==> src/rtl/cnt_capture_pkg.sv <==
// Shared definitions for the cnt_capture block: FSM encoding, default widths
// and the {epoch, count} layout of the captured time-stamp.
package cnt_capture_pkg;

    typedef enum logic [1:0] {
        IDLE  = 2'd0,
        ARMED = 2'd1,
        FULL  = 2'd2
    } cap_state_t;

    localparam int CW_DEF = 4;
    localparam int WW_DEF = 8;

    // Count occupies the LSBs; the epoch starts right above it.
    localparam int CAP_CNT_LSB = 0;

    function automatic int cap_epoch_lsb(input int cw);
        return CAP_CNT_LSB + cw;
    endfunction

endpackage

==> src/rtl/cnt_change_det.sv <==
// Registers the previous count and decodes change, wrap and compare-match
// strobes from the current/previous count pair.
module cnt_change_det
    import cnt_capture_pkg::*;
#(
    parameter int CW = CW_DEF
) (
    input  logic          ck,
    input  logic          res,
    input  logic [CW-1:0] q,
    input  logic [CW-1:0] cmp,
    output logic          o_change,
    output logic          o_wrap,
    output logic          o_match
);

    logic [CW-1:0] r_q_d;

    always_ff @(posedge ck or posedge res) begin
        if (res) begin
            r_q_d <= '0;
        end else begin
            r_q_d <= q;
        end
    end

    // q_d resets to the same value the counter does, so no strobe fires on the first edge out of reset.
    always_comb begin
        o_change = (q != r_q_d);
        o_wrap   = (r_q_d == {CW{1'b1}}) && (q == '0);
        o_match  = o_change && (q == cmp);
    end

endmodule

==> src/rtl/cnt_capture.sv <==
// Compare-and-capture stage behind the ripple counter, with valid/ack output
// and overrun flag. Optional wrap epoch: define CNT_CAPTURE_WRAP_EN.
module cnt_capture
    import cnt_capture_pkg::*;
#(
    parameter int CW = CW_DEF,
    parameter int WW = WW_DEF
) (
    input  logic             ck,
    input  logic             res,
    input  logic [CW-1:0]    q,
    input  logic [CW-1:0]    cmp,
    input  logic             arm,
    input  logic             cont,
    output logic [WW+CW-1:0] cap_data,
    output logic             cap_valid,
    input  logic             cap_ack,
    output logic             match,
    output logic             overrun,
    output logic [WW-1:0]    wrap_cnt
);

    logic             w_change;
    logic             w_wrap;
    logic             w_hit;
    logic [1:0]       w_unused;
    logic [WW-1:0]    w_epoch_next;
    logic             w_load;
    logic             w_ovr_set;
    logic             w_ovr_clr;
    cap_state_t       r_state;
    cap_state_t       w_state_next;
    logic [WW+CW-1:0] r_cap_data;
    logic             r_match;
    logic             r_overrun;

    cnt_change_det #(.CW(CW)) u_det (
        .ck       (ck),
        .res      (res),
        .q        (q),
        .cmp      (cmp),
        .o_change (w_change),
        .o_wrap   (w_wrap),
        .o_match  (w_hit)
    );

    assign w_unused = {w_change, w_wrap};

`ifdef CNT_CAPTURE_WRAP_EN
    logic [WW-1:0] r_epoch;

    always_ff @(posedge ck or posedge res) begin
        if (res) begin
            r_epoch <= '0;
        end else if (w_wrap) begin
            r_epoch <= r_epoch + WW'(1);
        end
    end

    // A capture on the wrap edge carries the epoch being entered.
    assign w_epoch_next = w_wrap ? (r_epoch + WW'(1)) : r_epoch;
    assign wrap_cnt     = r_epoch;
`else
    assign w_epoch_next = '0;
    assign wrap_cnt     = '0;
`endif

    always_ff @(posedge ck or posedge res) begin
        if (res) begin
            r_state <= IDLE;
        end else begin
            r_state <= w_state_next;
        end
    end

    always_comb begin
        w_state_next = r_state;
        case (r_state)
            IDLE: begin
                if (arm) begin
                    w_state_next = ARMED;
                end
            end
            ARMED: begin
                if (w_hit) begin
                    w_state_next = FULL;
                end
            end
            FULL: begin
                // Continuous mode with a coincident match reloads and stays FULL.
                if (cap_ack) begin
                    if (!cont) begin
                        w_state_next = IDLE;
                    end else if (!w_hit) begin
                        w_state_next = ARMED;
                    end
                end
            end
            default: w_state_next = IDLE;
        endcase
    end

    always_comb begin
        cap_valid = (r_state == FULL);
        w_load    = ((r_state == ARMED) && w_hit) ||
                    ((r_state == FULL) && cap_ack && cont && w_hit);
        w_ovr_set = (r_state == FULL) && w_hit && !cap_ack;
        w_ovr_clr = arm && ((r_state == ARMED) || (r_state == FULL));
    end

    always_ff @(posedge ck or posedge res) begin
        if (res) begin
            r_cap_data <= '0;
            r_match    <= 1'b0;
            r_overrun  <= 1'b0;
        end else begin
            r_match <= w_hit;
            if (w_load) begin
                r_cap_data <= {w_epoch_next, q};
            end
            // A fresh loss outranks a simultaneous clear request.
            if (w_ovr_set) begin
                r_overrun <= 1'b1;
            end else if (w_ovr_clr) begin
                r_overrun <= 1'b0;
            end
        end
    end

    assign cap_data = r_cap_data;
    assign match    = r_match;
    assign overrun  = r_overrun;

endmodule

==> config.mk <==
export PLATFORM = sky130hd
export DESIGN_NAME = cnt_capture
export DESIGN_NICKNAME = d
export VERILOG_FILES = /design/src/rtl/cnt_capture_pkg.sv /design/src/rtl/cnt_change_det.sv /design/src/rtl/cnt_capture.sv
export SDC_FILE = /design/constraint.sdc
export NUM_CORES = 1
export LEC_CHECK = 0
export ABC_AREA = 0
export BUFFER_PORTS_ARGS = -buffer_cell sky130_fd_sc_hd__clkbuf_2
export CAP_MARGIN = 15
export CORE_MARGIN = 2
export CORE_UTILIZATION = 40
export CTS_BUF_LIST = sky130_fd_sc_hd__clkbuf_4
export CTS_CLUSTER_SIZE = 16
export DETAILED_ROUTE_END_ITERATION = 7
export GPL_TIMING_DRIVEN = 0
export HOLD_SLACK_MARGIN = 0.15
export PLACE_DENSITY = 0.82
export SLEW_MARGIN = 25
export SYNTH_ARGS = -nofsm -noshare
export SYNTH_HDL_FRONTEND = slang
export SYNTH_SLANG_ARGS = --single-unit
==> constraint.sdc <==
create_clock -name ck -period 1.43 [get_ports ck]
set_input_delay 0.286 -clock ck [delete_from_list [all_inputs] [get_ports ck]]
set_output_delay 0.286 -clock ck [all_outputs]
set_load 0.03 [all_outputs]
Word-level counts from Yosys, hierarchy flattened

Cells that the tools add are included.

Output and inout port bits: 23
Register bits: 12
Bits of input ports: 13

Reduce and logical (&&, ||, !) cells: 14
Multiplexer cells: 8
Eq/ne operators: 8

Operator list:

| cell                                                   | count |
|---|---|
| two-way mux 2 bit                                      | 5 |
| logical AND 1 bit                                      | 8 |
| one-hot mux 2 bit (3 select lines)                     | 1 |
| equality test 4 bit                                    | 1 |
| inequality test 2 bit (second input constant)          | 2 |
| inequality test 4 bit                                  | 1 |
| AND reduction 4 bit                                    | 1 |
| inequality test 3 bit (second input constant)          | 1 |
| equality test 2 x 1 -> 1 bit (second input constant)   | 1 |
| equality test 2 bit (second input constant)            | 1 |
| zero test 2 bit                                        | 1 |
| logical OR 1 bit                                       | 2 |
| two-way mux 1 bit                                      | 2 |
| inequality test 2 x 1 -> 1 bit (second input constant) | 1 |
| nonzero test 2 bit                                     | 1 |
| zero test 1 bit                                        | 1 |

Logic depth before layout (Yosys ltp)

Gate-level depths: netlist (run 1).

Depth after elaboration: 6
Depth in mapped cells: 6
Gate-level depth less buffers: 6

Cells and area by module

A second synthesis (run 1) with hierarchy kept.

Cells, all modules: 72
Area, all modules: 782.0 um^2

Modules (own cells, without submodules):

| module         | area each (um^2) | times used | cells each |
|---|---|---|---|
| cnt_capture    | 563.0            | 1          | 53 |
| cnt_change_det | 219.0            | 1          | 19 |

Worst setup path before layout (run 1)

OpenSTA, ideal clock, no wires.

Path kind: register to register
Start: register r_state[0]
End: register r_state[0]
Path buffers: 0
Arrival time: 1.675 ns
Stages on the path, launching flop included: 7
Required time: 1.305 ns
Library setup time: 0.125 ns
Setup slack: -0.369 ns
Path through: dfrtp_1 inv_1 ha_1 a22o_1 a21oi_1 mux2i_1 mux2_2

Word-level cells in the longest chain between the ends: 3
Elaborated cells between the ends (all ways): 9
Classes of those cells: eq/ne: 6; mux: 1; reduce/logical: 2

RTL lines:

| element                                                                                         | RTL line          | text |
|---|---|---|
| start: declaration                                                                              | cnt_capture.sv:31 | `cap_state_t r_state;` |
| start signal: assignment                                                                        | cnt_capture.sv:72 | `r_state <= w_state_next;` |
| equality test 2 bit *                                                                           | -                 |  |
| via cap_valid                                                                                   | cnt_capture.sv:16 | `output logic cap_valid,` |
| inequality test 3 bit (no source line) / inequality test 2 x 1 -> 1 bit (equally long branches) | -                 |  |
| AND reduction 4 bit (no source line)                                                            | -                 |  |

Mark *: on every way through the listed nets, which the timed path passes. The rest lies on a longest branch.
A chain may end at the register's enable or synchronous reset.

Worst setup path after layout (run 1)

Start: register r_state[1]
End: register r_state[0]

Word-level cells in the longest chain between the ends: 3
Elaborated cells between the ends (all ways): 9
Classes of those cells: eq/ne: 6; mux: 1; reduce/logical: 2

RTL lines:

| element                                                        | RTL line          | text |
|---|---|---|
| equality test 2 bit (tied with other cells)                    | cnt_capture.sv:78 | `case (r_state)` |
| inequality test 3 bit (no source line) (tied with other cells) | -                 |  |
| AND reduction 4 bit (no source line)                           | -                 |  |

Parallel ways exist; a longest one is shown, timed or not.

==> results of run 1 <==
==> layout make-up <==
cell class | instances | area share (%)
Tap cell | 25 | 2.81
Clock inverter | 1 | 0.337
Multi-Input combinational cell | 48 | 40.8
Clock buffer | 3 | 2.02
Timing Repair Buffer | 26 | 14.1
Buffer | 16 | 10.8
Inverter | 6 | 2.02
Sequential cell | 12 | 27.1
==> through the flow <==
step	instance area, sq um	util [%]	std cells	power [mW]	hold WS (ns)
floorplan	832	-	82	1.03	0.151
global placement	958	55.5	126	1.16	0.288
detailed placement	958	55.5	126	1.19	0.296
CTS	1030	59.9	135	1.47	0.186
global route	1110	64.4	137	1.76	0.188
finish	1110	64.4	137	1.64	0.205
==> sequential cells by signal (all words and copies together) (netlist names) <==
register     flops
overrun          1
cap_data         4
match            1
u_det.r_q_d      4
r_state          2
==> kinds of logic after synthesis <==
group	count (synthesis)
AOI/OAI and AO/OA	9
adders and majority gates	4
and+or+nand+nor	5
buffers and inverters	22
other	1
DFF	12
xor gates and xnor gates	8
muxes	6
==> where the power goes <==
group	switching [mW]	total (mW)	internal, mW	leakage [nW]
registers	0.0623	0.494	0.431	0.147
logic	0.496	0.933	0.436	0.417
clock network	0.109	0.210	0.101	0.0154
total	0.668	1.64	0.969	0.579
==> timing repair <==
| item | CTS | global route |
|---|---|---|
| pin swaps | 2 | 3 |
| resized for setup | 5 | 11 |
| endpoints found under the hold margin | 12 | 0 |
| setup buffers | 4 | 3 |
| hold buffers | 1 | 0 |
| endpoints found under the setup margin | 7 | 8 |
==> routing by layer <==
metal  share of wire, %  up-vias  wire length [um]
met5                  0        -                 0
met4                1.6        0                24
met3                8.8        2               132
met2                 49       30               731
met1                 41      262               614
li1                   -      278                 -
==> path summary, 6_finish.rpt <==
check / slack [ns] / end / start / cells past startpoint
worst min register to register: 0.51 / overrun / overrun / 1
worst max-delay path: -0.15 / r_state[0] / r_state[1] / 5
worst min-delay path: 0.20 / u_det.r_q_d[2] / q[2] / 1
worst max register to register: -0.15 / r_state[0] / r_state[1] / 5
max in group asynchronous: 0.57 / r_state[1] / res / 3
min in group asynchronous: 0.53 / r_state[0] / res / 3
==> cell usage in the layout (no fill, tap or decap) <==
cell	netlist	routed
buf_4	16	22
mux2i_1	1	1
ha_4	0	2
clkbuf_4	0	3
buf_6	0	1
conb_1	1	16
clkinv_1	0	1
nand3_1	1	1
ha_1	4	2
inv_2	0	2
nor2_1	2	2
xnor2_2	0	4
mux2_2	5	1
nand2_1	1	1
a21oi_2	0	1
a21boi_4	1	1
dfrtp_1	12	11
o22ai_2	0	1
xnor2_1	8	4
clkbuf_2	0	18
dlygate4sd3_1	0	1
a21oi_1	3	2
a32o_1	1	1
dfrtp_2	0	1
nand4_1	1	1
a22o_4	0	1
mux2_4	0	4
a31oi_4	0	1
a41oi_2	1	1
inv_1	6	4
==> worst max-delay path, cell delays in order (launching register included) <==
cell and delay (ns):
dfrtp_2 0.45, ha_4 0.21, a22o_4 0.28, a21oi_2 0.14, mux2i_1 0.10, mux2_2 0.28
==> impl_results.md, run 1 <==
* Sequential-to-total area share from yosys stat at 40.7%
* Nets at 130
* RSZ-0062 raised after global routing: yes
* CTS Sinks at 12
* Worst Skew at 0.00378 ns
* Setup_tns at -0.727 ns
* H-tree levels at 1
* Async SR Flop Fraction at 100%
* Largest fanout on the critical path at 7
* Met3 Usage GRT at 3.46%
* Post-Synth Adder-Cell Area at under 10%
* CP Capture Type: flop
* Chip Height at ~47 um
* Share of Yosys cell area claimed by the top area cell type at between 40% and 50%
* Register area at between 300 and 400 sq um
* CTS clk-pin slew, worst paths at about 0.070 ns
* Post-synthesis mux area share at 9.00%
* Power density cells at about 1500 mW/mm^2
* Prevailing post-synth register cell: dfrtp_1
* Routed length per instance at approximately 11 um
* Initial antenna violation count at 0
* Area grow syn2layout at 50.9%
* GRT met2 Usage at a little over a quarter
* Netlist Area Pre-Place at approximately 740 sq um
* Final Setup Violations at 7
* Fin worst setup slack at -0.154 ns
* Top Usage Layer GRT: met2
* CP Class: reg2reg
* Die Wd at 46.9 um
* Total gr overflow at 0
* Area leader, netlist: dfrtp_1
* WL final at 1500 um
* Vias at about 570
* Max IR drop VDD at between 0.8 and 0.9 mV
* Post-synthesis simple-gate area fraction at roughly 3.1%
* Synth Area in XOR/XNOR at under 10%
* Total core area at roughly 0.0017 sq mm
* Initial DRC count at 12
* Arrival @ worst endpoint at 1.75 ns
* First-pass GRT wire length at 2190 um
* Drt via density at approximately 4.2
* Mean Syn Cell Area at between 10 and 15 sq um
* CTS tree: yes
* Violated checks: setup timing
* HPWL Detailed at between 1000 and 1500 um
* Synth Area in Compound Gates at around 11%
* Area contributors post-synth: dfrtp_1 (41%), buf_4 (16%), xnor2_1 (9.5%)
* CP Launch Type: flop
* Vias in the first global route at approximately 530
* # rows at 15
* IO Port Bufs at 19
* Unique cell type count in the Yosys netlist at 19
* Number of synthesized flops with an enable pin at 0
* Clock Path Buffers at 2
* Fraction of layout cells with a size suffix above 1 at 57.1%
* Clk root buf: clkbuf_4
* P_leak at between 0.5 and 0.6 nW
* Setup Slack @ Placement at -0.411 ns
* Count leader, synth: buf_4
* Area of the multi-input gates at between 400 and 500 sq um
* Gate Count Post-Synth at between 60 and 70
* IO Pins at 36
* Antenna-violating nets left at 0
* Crit path time final at about 1.6 ns
* Fillcell total at approximately 140
* Required time worst endpoint at ~1.6 ns
* Met1 global-route usage at 17.2%
* Number of diodes at 0
* Pre-antenna DRT Iters at 4
* Die area at approximately 0.0022 sq mm
* Final Hold Violating Endpoints at 0
* Cts bufs inserted at 3
* Count of final max-slew check failures at 0
* Fmax at ~630 MHz
* GRT Total Usage at between 10% and 20%
* Worst Hold Class: in2reg
* Tcrit/Tclk final at 111%
* Largest family of logic cells by synthesized area: buffers and inverters
* Synth warn at 0
* Largest net degree at the start of global routing at 13
* Synth cell count leaders: buf_4 (16), dfrtp_1 (12), xnor2_1 (8), inv_1 (6), mux2_2 (5)
* Post-synthesis register bit count at 12
* Clk_lat worst skew at approximately 0.27 ns
* Initial cell density of the core at between 40% and 50%
* Routability-driven placement congestion ratio at between 0.6 and 0.7
* DRC at 0
* Max cap viols at 0
* Status: finished with violations
Power figures use the tool's default switching activity.
==> run 2: changes to the inputs <==
PLACE_DENSITY = 0.81   (was 0.82)
SYNTH_HIERARCHICAL = 1   (was not set)
==> run 2 against run 1 <==
The flow still finishes with violations (setup timing); first-iteration DRC count shrank 83%; fmax shrank 1.5%; total power grew 3.8%; critical path type unchanged; largest cell class unchanged.
==> impl_results.md, run 2 <==
* Violated checks: setup timing
* H-tree levels at 1
* Worst Skew at 0.000456 ns
* Required time worst endpoint at between 1.5 and 2 ns
* First-pass GRT wire length at 2090 um
* Crit path time final at 1.61 ns
* Vias in the first global route at approximately 500
* Initial DRC count at 2
* Comb pwr share at between 50 and 60%
* Area of the multi-input gates at roughly 440 sq um
* Status: finished with violations
* # rows at 15
* Most frequent cells in the layout: buf_4 (20), clkbuf_2 (18), conb_1 (16)
* Fillcell total at between 150 and 200
* Dpl cells at 128
* IO Port Bufs at 19
* Drt via density at just under 4
* Pre-antenna DRT Iters at 4
* Total core area at around 0.0017 sq mm
* Power, Total at between 1.5 and 2 mW
* CP Capture Type: flop
* Clk root buf: clkbuf_4
* Gate Count Post-Synth at 69
* Final std cells w/o fill at around 140
* Antenna-violating nets left at 0
* Area grow syn2layout at 44.5%
* Final Setup Violations at 6
* Psw at 0.691 mW
* Routability-driven placement congestion ratio at around 0.68
* Hold Slack at 0.183 ns
* Fin util at between 60 and 70%
* HPWL Detailed at between 1000 and 1500 um
* CTS tree: yes
* Fmax at ~620 MHz
* Tcrit/Tclk final at 112%
* Mean Syn Cell Area at 11.0 sq um
* CTS Sinks at 12
* Initial cell density of the core at approximately 43%
* Arrival @ worst endpoint at approximately 1.8 ns
* Count of final max-slew check failures at 0
* Vias at 538
* Most common cell after layout, fill and taps aside: buf_4
* Setup Slack @ Placement at -0.239 ns
* Clock Path Buffers at 2
* Fin worst setup slack at -0.178 ns
* Clk network pwr share at between 10% and 20%
* CTS clk-pin slew, worst paths at about 0.070 ns
* Die Wd at between 40 and 50 um
* CP Launch Type: flop
* P_leak at between 0.5 and 0.6 nW
* RSZ-0062 raised after global routing: yes
* Netlist Area Pre-Place at ~760 sq um
* DRC at 0
* CP Class: reg2reg
* Total gr overflow at 0
* Chip Height at roughly 47 um
* WL final at approximately 1400 um
* Cts bufs inserted at 3
* Max IR drop VDD at around 0.77 mV
* Largest net degree at the start of global routing at 9
* IO Pins at 36
* Sequential power share at about 30%
* Synth warn at 6
* Max cap viols at 0
* Die area at 0.00225 sq mm
* Worst Hold Class: in2reg
* Largest fanout on the critical path at 5
* Sw Share at 40.7%
* Nets at between 100 and 150
* GRT Total Usage at 13.8%
* Clk_lat worst skew at ~0.27 ns
* Register area at slightly above 300 sq um
* Fraction of layout cells with a size suffix above 1 at 51.8%
* Pint at 1.01 mW
* Power density cells at between 1500 and 2000 mW/mm^2
* Final Hold Violating Endpoints at 0
* Routed length per instance at between 10 and 15 um
* Initial antenna violation count at 0
* Number of diodes at 0
==> run 2: cell types whose count changed in the layout (fill, tap and decap cells not counted), sizes merged, moves of 2 or more <==
cell,change
a21oi,-2
buf,-2
ha,+2
nand2,+2
o21ai,+2
xnor2,-2
xor2,+2
==> run 2: metal layers <==
layer / track usage [%] / wire length [um]
met1: 15.7 / 575
met2: 23.8 / 739
met3: 2.64 / 102
met4: 8.33 / 22
met5: 0 / 0
==> run 2: through the flow <==
stage,area (sq um),setup TNS [ns]
floorplan,847,-0.137
global placement,973,-0.623
detailed placement,973,-0.756
CTS,1060,-0.529
global route,1090,-0.817
finish,1090,-0.560
==> run 2: final timing paths <==
kind	from	slack (ns)	cells after the start	to
worst max-delay path	u_det/r_q_d[1]	-0.18	6	r_state[0]
worst min-delay path	q[3]	0.18	1	u_det/r_q_d[3]
worst max register to register	u_det/r_q_d[1]	-0.18	6	r_state[0]
worst min register to register	overrun	0.49	2	overrun
max in group asynchronous	res	0.67	3	r_state[1]
min in group asynchronous	res	0.43	3	u_det/r_q_d[3]
==> run 2: layout make-up <==
class | instances | share of cell area [%]
repair buffers | 25 | 14.2
plain buffers | 16 | 11.0
inverters | 5 | 1.95
clock buffers | 3 | 2.06
flip-flops and latches | 12 | 27.7
well taps | 25 | 2.86
multi-input cells | 51 | 40.2
==> run 2: repair_timing <==
item	4_1_cts	5_1_grt
gates resized for setup	9	2
setup buffers	4	1
hold buffers	1	0
pin swaps	4	2
endpoints found under the hold margin	12	0
setup endpoints to repair	7	7
==> run 2: power groups by stage <==
stage / Clock, mW / Combinational (mW) / Sequential [mW]
floorplan: 0 / 0.464 / 0.629
global placement: 0 / 0.715 / 0.516
detailed placement: 0 / 0.732 / 0.524
CTS: 0.207 / 0.930 / 0.508
global route: 0.223 / 1.07 / 0.518
finish: 0.204 / 0.989 / 0.506
==> run 2: critical path, cell delays in order, from the launching register on <==
cell and delay [ns]:
dfrtp_1 0.37, xnor2_1 0.16, nand4_1 0.11, and4_4 0.18, or2b_1 0.26, o2111ai_4 0.09, mux2_4 0.32
==> run 3: changes to the inputs <==
BUFFER_PORTS_ARGS = not set   (was -buffer_cell sky130_fd_sc_hd__clkbuf_2)
DONT_BUFFER_PORTS = 1   (was not set)
PLACE_DENSITY = 0.64   (was 0.81)
SYNTH_HIERARCHICAL = not set   (was 1)
==> run 3 against run 2 <==
The flow still finishes with violations (setup timing); design area decreased by 6.0%; sequential share of layout area increased by 1.5 points; sequential cell count unchanged; clock skew increased by 0.0015 ns; non-clock buffer count decreased by 14; first-iteration DRC count increased to 3.0 times the previous value; combinational power decreased by 34%; utilization decreased by 3.1 points; clock power about the same.
==> impl_results.md, run 3 (synthesized netlist as in run 1, its figures left out) <==
* CP Class: reg2reg
* Violated checks: setup timing
* IO Pins at 36
* Met3 Usage GRT at between 3 and 4%
* Clk network pwr share at between 10% and 20%
* Final std cells w/o fill at around 120
* Fraction of layout cells with a size suffix above 1 at between 40% and 50%
* Sequential power share at between 40 and 50%
* H-tree levels at 1
* Die Wd at around 47 um
* CTS Sinks at 12
* Finished Cell Area at a little over 0.001 sq mm
* Setup_tns at -0.558 ns
* Fin worst setup slack at -0.137 ns
* Required time worst endpoint at approximately 1.6 ns
* Antenna-violating nets left at 0
* Power density cells at between 1000 and 1500 mW/mm^2
* Sw Share at between 40 and 50%
* IO Port Bufs at 0
* GRT met2 Usage at a little under a quarter
* Number of diodes at 0
* Clock Path Buffers at 2
* HPWL Detailed at between 900 and 1000 um
* Total gr overflow at 0
* CP Launch Type: flop
* Worst Hold Class: in2reg
* Initial DRC count at 6
* Worst Hold End: cap_data[2]
* Count of final max-slew check failures at 0
* Fin util at 59.5%
* Final Setup Violations at 6
* Drt via density at around 4.2
* Initial cell density of the core at 42.7%
* Total core area at about 0.0017 sq mm
* Met1 global-route usage at ~15%
* Hold Slack at 0.165 ns
* Reg-to-Reg Start: r_state[0]
* First-pass GRT wire length at between 1500 and 2000 um
* HP Start: q[2]
* Crit path time final at between 1.5 and 2 ns
* Clk_lat worst skew at 0.26 ns
* Arrival @ worst endpoint at roughly 1.7 ns
* Reg2Reg Depth at 6
* Pint at approximately 0.87 mW
* Routed length per instance at around 12 um
* Status: finished with violations
* Final Hold Violating Endpoints at 0
* Power, Total at approximately 1.5 mW
* Largest net degree at the start of global routing at 13
* RSZ-0062 raised after global routing: yes
* Setup Slack @ Placement at -0.246 ns
* Most frequent cells in the layout: buf_4 (22), conb_1 (16), dfrtp_1 (12)
* Max cap viols at 0
* CP Capture Type: flop
* Initial antenna violation count at 0
* Max IR drop VDD at roughly 0.91 mV
* Chip Height at ~47 um
* Area grow syn2layout at 39.4%
* Reg2reg end: r_state[0]
* Routability-driven placement congestion ratio at 0.684
* Cts bufs inserted at 3
* Dpl cells at about 110
* DRC at 0
* # rows at 15
* Vias in the first global route at approximately 450
* Fmax at 638 MHz
* Comb pwr share at ~44%
* Tcrit/Tclk final at 110%
* GRT Total Usage at a little over an eighth
* Post-DP Area at about 860 sq um
* P_leak at 0.512 nW
* Top Usage Layer GRT: met2
* CTS tree: yes
* Most common cell after layout, fill and taps aside: buf_4
* WL final at about 1400 um
* Largest fanout on the critical path at 7
* Clk root buf: clkbuf_4
* Nets at about 120
* Vias at 506
* Worst Skew at ~0.0019 ns
* Reg2reg setup slack at -0.14 ns
* CTS clk-pin slew, worst paths at 0.07 ns
* Hold depth at 1
* Pre-antenna DRT Iters at 4
* Psw at around 0.60 mW
* Die area at 0.00220 sq mm
[run 3: changes by cell type in the layout (fill, tap and decap cells not counted), sizes merged, moves of 2 or more]
cell         change
a21oi            +2
clkbuf          -19
xor2             -2
ha               -2
o21ai            -2
xnor2            +2
dlygate4sd3      +4
nand2            -2
[run 3: how the worst max path moves through the flow]
| stage | from | end | slack, ns | cells after the start |
|---|---|---|---|---|
| global placement | q[0] | cap_data[1] | -0.24 | 5 |
| global route | u_det.r_q_d[1] | r_state[0] | -0.20 | 5 |
| floorplan | r_state[0] | r_state[0] | -0.1 | 6 |
| finish | r_state[0] | r_state[0] | -0.14 | 6 |
| detailed placement | q[2] | cap_data[1] | -0.25 | 5 |
| CTS | r_state[0] | r_state[0] | -0.15 | 6 |
[run 3: repair_timing]
| action | CTS | global route |
|---|---|---|
| hold buffers | 5 | 0 |
| setup buffers | 4 | 2 |
| resized for setup | 3 | 7 |
| endpoints found under the setup margin | 6 | 6 |
| endpoints found under the hold margin | 16 | 0 |
| pin swaps | 3 | 4 |
[run 3: power by group through the flow]
| stage | Sequential, mW | Combinational, mW | Clock, mW |
|---|---|---|---|
| floorplan | 0.611 | 0.423 | 0 |
| global placement | 0.627 | 0.460 | 0 |
| detailed placement | 0.631 | 0.478 | 0 |
| CTS | 0.615 | 0.557 | 0.216 |
| global route | 0.632 | 0.701 | 0.226 |
| finish | 0.618 | 0.648 | 0.201 |
[run 3: worst max-delay path, cell delays in order (launching register included)]
cell and delay, ns:
dfrtp_1 0.40, inv_2 0.08, ha_4 0.25, a22o_4 0.18, a21oi_2 0.04, mux2i_1 0.15
mux2_2 0.35
[run 3: area by class of cell]
class | count | area, sq um
tap | 25 | 31.3
timing repair buffer | 11 | 95.1
fill | 141 | 699
sequential | 12 | 300
buffer | 16 | 120
clock buffer | 3 | 22.5
inverter | 6 | 22.5
multi-input combinational | 48 | 435
[run 3: layer usage]
metal | share of wire [%] | vias up
met2 | 53 | 18
met3 | 7.0 | 2
met5 | 0 | -
met4 | 1.0 | 0
li1 | - | 247
met1 | 39 | 239
